===== src/rtl/misc_pkg.sv =====
// misc_pkg: mode encodings and sizing helpers shared by misc_pipe and misc_fifo.
`ifndef MISC_PKG_SV
`define MISC_PKG_SV

// Width of a packed {xout1, xout2} result; the struct is declared where NX is known.
`define MISC_RES_W(nx) (2 * (nx))

package misc_pkg;

    localparam logic [1:0] MODE_SUM     = 2'd0;
    localparam logic [1:0] MODE_DIFF    = 2'd1;
    localparam logic [1:0] MODE_BRANCHY = 2'd2;
    localparam logic [1:0] MODE_PROD    = 2'd3;

    function automatic int unsigned clog2_min1(input int unsigned n);
        return (n <= 1) ? 1 : $clog2(n);
    endfunction

endpackage

`endif


===== src/rtl/misc_pipe_if.sv =====
// misc_pipe_if: operand/result handshake and accumulator bus of misc_pipe.
interface misc_pipe_if #(
    parameter int unsigned NX   = 8,
    parameter int unsigned ACCW = 12
);
    logic            IN_VALID;
    logic            IN_READY;
    logic [NX-1:0]   A;
    logic [NX-1:0]   B;
    logic [NX-1:0]   C;
    logic [1:0]      MODE;
    logic            OUT_VALID;
    logic            OUT_READY;
    logic [NX-1:0]   XOUT1;
    logic [NX-1:0]   XOUT2;
    logic            ACC_CLR;
    logic [ACCW-1:0] ACC;
    logic            ACC_OVF;

    modport master (
        output IN_VALID, A, B, C, MODE, OUT_READY, ACC_CLR,
        input  IN_READY, OUT_VALID, XOUT1, XOUT2, ACC, ACC_OVF
    );

    modport slave (
        input  IN_VALID, A, B, C, MODE, OUT_READY, ACC_CLR,
        output IN_READY, OUT_VALID, XOUT1, XOUT2, ACC, ACC_OVF
    );
endinterface


===== src/rtl/misc_fifo.sv =====
// misc_fifo: synchronous FIFO with modulo-DEPTH pointers (any DEPTH) and async active-low reset.
module misc_fifo
    import misc_pkg::*;
#(
    parameter int unsigned WIDTH = 16,
    parameter int unsigned DEPTH = 4
) (
    input  logic             clk_i,
    input  logic             rst_ni,
    input  logic             push_i,
    input  logic [WIDTH-1:0] data_i,
    input  logic             pop_i,
    output logic             full_o,
    output logic             empty_o,
    output logic [WIDTH-1:0] head_o
);
    localparam int unsigned   PW       = clog2_min1(DEPTH);
    localparam int unsigned   CW       = $clog2(DEPTH + 1);
    localparam logic [PW-1:0] LAST     = PW'(DEPTH - 1);
    localparam logic [CW-1:0] FULL_CNT = CW'(DEPTH);

    logic [WIDTH-1:0] mem_q [DEPTH];
    logic [PW-1:0]    wr_q, wr_d;
    logic [PW-1:0]    rd_q, rd_d;
    logic [CW-1:0]    cnt_q, cnt_d;
    logic             do_push;
    logic             do_pop;

    assign full_o  = (cnt_q == FULL_CNT);
    assign empty_o = (cnt_q == '0);
    assign head_o  = mem_q[rd_q];

    // A push into a full FIFO is only taken when the head leaves in the same cycle.
    assign do_push = push_i & (~full_o | pop_i);
    assign do_pop  = pop_i & ~empty_o;

    always_comb begin
        wr_d  = wr_q;
        rd_d  = rd_q;
        cnt_d = cnt_q;
        if (do_push) begin
            wr_d = (wr_q == LAST) ? '0 : wr_q + PW'(1);
        end
        if (do_pop) begin
            rd_d = (rd_q == LAST) ? '0 : rd_q + PW'(1);
        end
        case ({do_push, do_pop})
            2'b10:   cnt_d = cnt_q + CW'(1);
            2'b01:   cnt_d = cnt_q - CW'(1);
            default: cnt_d = cnt_q;
        endcase
    end

    always_ff @(posedge clk_i or negedge rst_ni) begin
        if (!rst_ni) begin
            wr_q  <= '0;
            rd_q  <= '0;
            cnt_q <= '0;
        end else begin
            wr_q  <= wr_d;
            rd_q  <= rd_d;
            cnt_q <= cnt_d;
        end
    end

    always_ff @(posedge clk_i) begin
        if (do_push) begin
            mem_q[wr_q] <= data_i;
        end
    end
endmodule


===== src/rtl/misc_pipe.sv =====
// misc_pipe: two register stages computing XOUT1/XOUT2 into a credit-controlled result FIFO,
// plus a wrapping accumulator with sticky overflow over popped XOUT1 values.
module misc_pipe
    import misc_pkg::*;
#(
    parameter int unsigned NX    = 8,
    parameter int unsigned DEPTH = 4,
    parameter int unsigned ACCW  = 12
) (
    input logic        CLK,
    input logic        RST_N,
    misc_pipe_if.slave bus
);
    localparam int unsigned   RW      = `MISC_RES_W(NX);
    localparam int unsigned   UW      = $clog2(DEPTH + 1);
    localparam int unsigned   SW      = ACCW + 1;
    localparam logic [UW-1:0] DEPTH_U = UW'(DEPTH);

    typedef struct packed {
        logic [NX-1:0] xout1;
        logic [NX-1:0] xout2;
    } res_t;

    logic          accept;
    logic          pop;
    logic          out_valid;
    logic          fifo_full;
    logic          fifo_empty;
    res_t          head;

    logic          s1_v_q;
    logic [NX-1:0] s1_na_q,   s1_na_d;
    logic [NX-1:0] s1_nb_q,   s1_nb_d;
    logic          s1_gt_q,   s1_gt_d;
    logic [NX-1:0] s1_prod_q, s1_prod_d;
    logic [NX-1:0] s1_c5_q,   s1_c5_d;
    logic [1:0]    s1_mode_q;

    logic          s2_v_q;
    res_t          s2_res_q,  s2_res_d;

    logic [UW-1:0]   used_q, used_d;
    logic [ACCW-1:0] acc_q,  acc_d;
    logic            ovf_q,  ovf_d;
    logic [SW-1:0]   acc_sum;

    assign bus.IN_READY  = RST_N & (used_q < DEPTH_U);
    assign accept        = bus.IN_VALID & bus.IN_READY;
    assign out_valid     = ~fifo_empty;
    assign pop           = out_valid & bus.OUT_READY;
    assign bus.OUT_VALID = out_valid;
    assign bus.XOUT1     = head.xout1;
    assign bus.XOUT2     = head.xout2;
    assign bus.ACC       = acc_q;
    assign bus.ACC_OVF   = ovf_q;

    always_comb begin
        s1_na_d   = bus.A - bus.B;
        s1_nb_d   = bus.A + bus.B;
        s1_gt_d   = bus.A > bus.B;
        s1_prod_d = NX'(bus.A * bus.B);
        s1_c5_d   = bus.C + NX'(5);
    end

    always_ff @(posedge CLK or negedge RST_N) begin
        if (!RST_N) begin
            s1_v_q    <= 1'b0;
            s1_na_q   <= '0;
            s1_nb_q   <= '0;
            s1_gt_q   <= 1'b0;
            s1_prod_q <= '0;
            s1_c5_q   <= '0;
            s1_mode_q <= '0;
        end else begin
            s1_v_q <= accept;
            if (accept) begin
                s1_na_q   <= s1_na_d;
                s1_nb_q   <= s1_nb_d;
                s1_gt_q   <= s1_gt_d;
                s1_prod_q <= s1_prod_d;
                s1_c5_q   <= s1_c5_d;
                s1_mode_q <= bus.MODE;
            end
        end
    end

    always_comb begin
        s2_res_d.xout1 = s1_nb_q;
        case (s1_mode_q)
            MODE_SUM:     s2_res_d.xout1 = s1_nb_q;
            MODE_DIFF:    s2_res_d.xout1 = s1_na_q;
            MODE_BRANCHY: s2_res_d.xout1 = s1_gt_q ? s1_nb_q : s1_na_q;
            MODE_PROD:    s2_res_d.xout1 = s1_prod_q;
            default:      s2_res_d.xout1 = s1_nb_q;
        endcase
        s2_res_d.xout2 = s1_na_q + s1_c5_q;
    end

    always_ff @(posedge CLK or negedge RST_N) begin
        if (!RST_N) begin
            s2_v_q   <= 1'b0;
            s2_res_q <= '0;
        end else begin
            s2_v_q <= s1_v_q;
            if (s1_v_q) begin
                s2_res_q <= s2_res_d;
            end
        end
    end

    misc_fifo #(
        .WIDTH (RW),
        .DEPTH (DEPTH)
    ) u_fifo (
        .clk_i   (CLK),
        .rst_ni  (RST_N),
        .push_i  (s2_v_q),
        .data_i  (s2_res_q),
        .pop_i   (pop),
        .full_o  (fifo_full),
        .empty_o (fifo_empty),
        .head_o  (head)
    );

    // Credits cover both stages and the FIFO, so a push can never meet a full FIFO without a pop.
    assert property (@(posedge CLK) disable iff (!RST_N) !(s2_v_q && fifo_full && !pop));

    always_comb begin
        used_d = used_q;
        case ({accept, pop})
            2'b10:   used_d = used_q + UW'(1);
            2'b01:   used_d = used_q - UW'(1);
            default: used_d = used_q;
        endcase
    end

    always_comb begin
        acc_sum = {1'b0, acc_q} + SW'(head.xout1);
        acc_d   = acc_q;
        ovf_d   = ovf_q;
        if (bus.ACC_CLR) begin
            acc_d = pop ? ACCW'(head.xout1) : '0;
            ovf_d = 1'b0;
        end else if (pop) begin
            acc_d = acc_sum[ACCW-1:0];
            ovf_d = ovf_q | acc_sum[ACCW];
        end
    end

    always_ff @(posedge CLK or negedge RST_N) begin
        if (!RST_N) begin
            used_q <= '0;
            acc_q  <= '0;
            ovf_q  <= 1'b0;
        end else begin
            used_q <= used_d;
            acc_q  <= acc_d;
            ovf_q  <= ovf_d;
        end
    end
endmodule


===== src/flat_wrapper.sv =====
// flat-port wrapper written by rule: the top's interface ports become plain ports
module misc_pipe_flat import misc_pkg::*;
#(
    parameter int unsigned NX    = 8,
    parameter int unsigned DEPTH = 4,
    parameter int unsigned ACCW  = 12
)
  (CLK, RST_N, bus_IN_VALID, bus_A, bus_B, bus_C, bus_MODE, bus_OUT_READY, bus_ACC_CLR, bus_IN_READY, bus_OUT_VALID, bus_XOUT1, bus_XOUT2, bus_ACC, bus_ACC_OVF);
  misc_pipe_if #(.NX(NX), .ACCW(ACCW)) bus_i ();
  input logic CLK;
  input logic RST_N;
  input wire logic [$bits(bus_i.IN_VALID)-1:0] bus_IN_VALID;
  input wire logic [$bits(bus_i.A)-1:0] bus_A;
  input wire logic [$bits(bus_i.B)-1:0] bus_B;
  input wire logic [$bits(bus_i.C)-1:0] bus_C;
  input wire logic [$bits(bus_i.MODE)-1:0] bus_MODE;
  input wire logic [$bits(bus_i.OUT_READY)-1:0] bus_OUT_READY;
  input wire logic [$bits(bus_i.ACC_CLR)-1:0] bus_ACC_CLR;
  output wire logic [$bits(bus_i.IN_READY)-1:0] bus_IN_READY;
  output wire logic [$bits(bus_i.OUT_VALID)-1:0] bus_OUT_VALID;
  output wire logic [$bits(bus_i.XOUT1)-1:0] bus_XOUT1;
  output wire logic [$bits(bus_i.XOUT2)-1:0] bus_XOUT2;
  output wire logic [$bits(bus_i.ACC)-1:0] bus_ACC;
  output wire logic [$bits(bus_i.ACC_OVF)-1:0] bus_ACC_OVF;
  assign bus_i.IN_VALID = bus_IN_VALID;
  assign bus_i.A = bus_A;
  assign bus_i.B = bus_B;
  assign bus_i.C = bus_C;
  assign bus_i.MODE = bus_MODE;
  assign bus_i.OUT_READY = bus_OUT_READY;
  assign bus_i.ACC_CLR = bus_ACC_CLR;
  assign bus_IN_READY = bus_i.IN_READY;
  assign bus_OUT_VALID = bus_i.OUT_VALID;
  assign bus_XOUT1 = bus_i.XOUT1;
  assign bus_XOUT2 = bus_i.XOUT2;
  assign bus_ACC = bus_i.ACC;
  assign bus_ACC_OVF = bus_i.ACC_OVF;
  misc_pipe #(.NX(NX), .DEPTH(DEPTH), .ACCW(ACCW)) u_core (.CLK(CLK), .RST_N(RST_N), .bus(bus_i));
endmodule

===== config.mk =====
export PLATFORM = sky130hd
export DESIGN_NAME = misc_pipe_flat
export DESIGN_NICKNAME = d
export VERILOG_FILES = /design/src/rtl/misc_pkg.sv /design/src/rtl/misc_pipe_if.sv /design/src/rtl/misc_fifo.sv /design/src/rtl/misc_pipe.sv /design/src/flat_wrapper.sv
export SDC_FILE = /design/constraint.sdc
export NUM_CORES = 1
export LEC_CHECK = 0
export CELL_PAD_IN_SITES_DETAIL_PLACEMENT = 1
export CELL_PAD_IN_SITES_GLOBAL_PLACEMENT = 1
export CORE_MARGIN = 5
export CORE_UTILIZATION = 40
export DETAILED_ROUTE_END_ITERATION = 7
export GPL_TIMING_DRIVEN = 0
export PLACE_DENSITY_LB_ADDON = 0.05
export SLEW_MARGIN = 20
export SYNTH_ARGS = -nofsm -noshare
export SYNTH_HDL_FRONTEND = slang
export SYNTH_SLANG_ARGS = --single-unit

===== constraint.sdc =====
create_clock -name CLK -period 3.3 [get_ports CLK]
set_input_delay 0.66 -clock CLK [delete_from_list [all_inputs] [get_ports CLK]]
set_output_delay 0.66 -clock CLK [all_outputs]
set_load 0.05 [all_outputs]

==> impl_metrics.tcl <==
set metrics [dict create \
    worst_ep_required_time_ns 3.57 \
    clk_latency_ns 0.42 \
    cts_buffer_depth 2 \
    synthArstFlopShare 0.540 \
    dp_slack_ns -1.40 \
    post_route_cells_drive_above_1_share 0.170 \
    synth_edf_count 64 \
    fp.dieArea_um2 22500 \
    antenna_found_initial 0 \
    worstReg2RegEnd "u_core.bus.ACC[10]" \
    yosysSeqAreaShare 0.484 \
    fin_hold_ws_ns 0.154 \
    vias 5327 \
    fin_crit_sh 1.05 \
    synthCells 681 \
    rsz0062_at_grt "true" \
    fp.dieW_um 150 \
    syn_area_um2 7840 \
    initial_utilization 0.404 \
    numCtsBuffers 17 \
    powerDensity_nw_per_um2 893 \
    slew_headroom 0.421 \
    drt_iter0_drc 197 \
    fp-row-count 51 \
    grt_pass1_wl_um 30600 \
    clkTransAtPathRegs_ns 0.06 \
    routed_wl_um 18300 \
    hpwl_um 14300 \
    hold_viol_final 0 \
    drc 0 \
    layout_common_cells "75 x dfrtp_1, 72 x nand2_1, 64 x edfxtp_1, 55 x inv_1, 47 x ha_1" \
    overflow 0 \
    finalSetupViolCount 1 \
    num_antenna_cells 0 \
    layout_setup_ws_ns -0.149 \
    rr_startpoint "u_core.u_fifo.rd_q[0]" \
    clock_skew_ns 0.0161 \
    synth-warning-count 0 \
    p_total_uw 8520 \
    grt_pass1_vias 5976 \
    finalCriticalPeriod_ns 3.45 \
    max_freq_mhz 290 \
    cts_root_buf "clkbuf_16" \
    routedWlPerCell_um 17.5 \
    worstMarginPinSlew_ns 0.868 \
    io_pins 62 \
    grt_max_degree 55 \
    finalSetupTns_ns -0.149 \
    synth.ff_latch_count 139 \
    regToRegSetupSlack_ns 0.22 \
    syn_nets 784 \
    ant_nets 0 \
    vdd_drop_max_uv 315 \
    min_path_type "input pin to async pin" \
    violations "negative setup slack" \
    syn_area_per_cell_um2 11.5 \
    core_area_um2 19400 \
    rr_worst_depth 10 \
    first_pass_iters 4 \
    status "complete, but fails checks" \
    crit_fanout 5 \
    final_nets 874 \
    cts_tree "done" \
    synth_cell_types 54 \
    port_buffers 61 \
    synth_ff_type "dfrtp_1" \
    leakage_uw 0.00396 \
    worst_ep_arrival_time_ns 3.72 \
    layout_commonest_cell "dfrtp_1" \
    cts_sinks 139 \
    htree_levels 4 \
    endpoint_kind "flop" \
    grt_use_total 0.174 \
    die_h_um 150 \
    crit_type "input pin to flop" \
    slew_violations 0 \
    drv_cap 0 \
    areaGrowthSynthToFinish_pct 21.6 \
    place_congestion 0.791 \
    via_per_inst 5.08 \
    critPathLaunchType "input pin" \
]
==> synth_stat cells (8+ instances only) <==
master / count / area share
a21oi_1: 31 / 0.020
and2_1: 16 / 0.013
buf_2: 8 / 0.0051
clkbuf_1: 10 / 0.0048
dfrtp_1: 75 / 0.24
edfxtp_1: 64 / 0.25
fa_1: 18 / 0.046
ha_1: 54 / 0.086
inv_1: 64 / 0.031
mux4_2: 23 / 0.066
nand2_1: 72 / 0.034
nand3_1: 11 / 0.0070
nor2_1: 34 / 0.016
nor3_1: 8 / 0.0051
o211ai_1: 8 / 0.0077
o21a_1: 9 / 0.0086
o21ai_0: 36 / 0.023
or2_2: 9 / 0.0072
xnor2_1: 30 / 0.034
xor2_1: 14 / 0.016
==> stage by stage <==
stage                     instance area, um2  std cells   util
after CTS                               9520       1049  0.491
after global placement                  8860       1007  0.457
final                                   9540       1049  0.492
after global routing                    9540       1049  0.492
after detailed placement                8890       1008  0.458
after floorplan                         7920        681      -
==> critical path, stage by stage <==
cell and delay (ns):
buf_8 0.10, clkinvlp_4 0.16, buf_6 0.16, nor2_2 0.10
ha_2 0.18, fa_1 0.41, ha_1 0.28, inv_1 0.05
fa_1 0.49, inv_2 0.05, fa_2 0.34, a21o_1 0.20
a21oi_4 0.18, xnor2_2 0.15, xnor2_2 0.15, o21ai_1 0.07
==> area by class of cell <==
cell class                 instances  area (um2)
fill                            2120        9860
multi-input combinational        454        3840
sequential                       139        3800
timing repair buffer              72         683
clock buffer                      19         433
tap                              265         332
inverter                          65         256
buffer                            22         103
clock inverter                    13        93.8
==> worst max-delay path by stage <==
stage               depth (start not counted)             endpoint  slack (ns)      from
global route                               16  u_core.s1_prod_q[7]       -0.26  bus_A[1]
CTS                                        14  u_core.s1_prod_q[7]       -0.20  bus_B[0]
global placement                           11     u_core.used_q[2]       -2.81     RST_N
finish                                     16  u_core.s1_prod_q[7]       -0.15  bus_A[1]
floorplan                                  14  u_core.s1_prod_q[7]       -0.18  bus_A[1]
detailed placement                         15  u_core.s1_prod_q[7]       -1.40  bus_A[1]
==> metal layers <==
| metal | track usage | part of all wire | up-vias |
|---|---|---|---|
| li1 | - | - | 2576 |
| met1 | 0.206 | 0.42 | 2666 |
| met2 | 0.323 | 0.55 | 77 |
| met3 | 0.0324 | 0.028 | 8 |
| met4 | 0.0489 | 0.011 | 0 |
| met5 | 0 | 0 | - |
==> logic make-up after synthesis <==
group / after synthesis / share of synthesized area
mux: 33 / 0.0798
xor+xnor: 44 / 0.0491
simple gates: 182 / 0.113
buf+inv: 88 / 0.0444
compound gates: 123 / 0.0975
flops: 139 / 0.484
fa+ha+maj: 72 / 0.132
==> state kept, by name, indices dropped and copies added (netlist names), 7 cells and up <==
| register | cells |
|---|---|
| u_core.u_fifo.mem_q | 64 |
| u_core.s2_res_q | 16 |
| u_core.bus.ACC | 12 |
| u_core.s1_c5_q | 8 |
| u_core.s1_nb_q | 8 |
| u_core.s1_prod_q | 8 |
| u_core.s1_na_q | 7 |
==> power by group <==
| group | switching [uW] | leakage (uW) | internal, uW |
|---|---|---|---|
| Clock | 750 | 0.000247 | 964 |
| Sequential | 468 | 0.00151 | 2410 |
| Combinational | 2230 | 0.00221 | 1690 |
| Total | 3450 | 0.00396 | 5070 |
==> what timing repair did <==
action,CTS,global route
hold buffers,0,0
endpoints found under the setup margin,13,2
setup buffers,10,0
resized for setup,72,6
pin swaps,14,2
No activity file was read; power rests on OpenSTA's default activity.
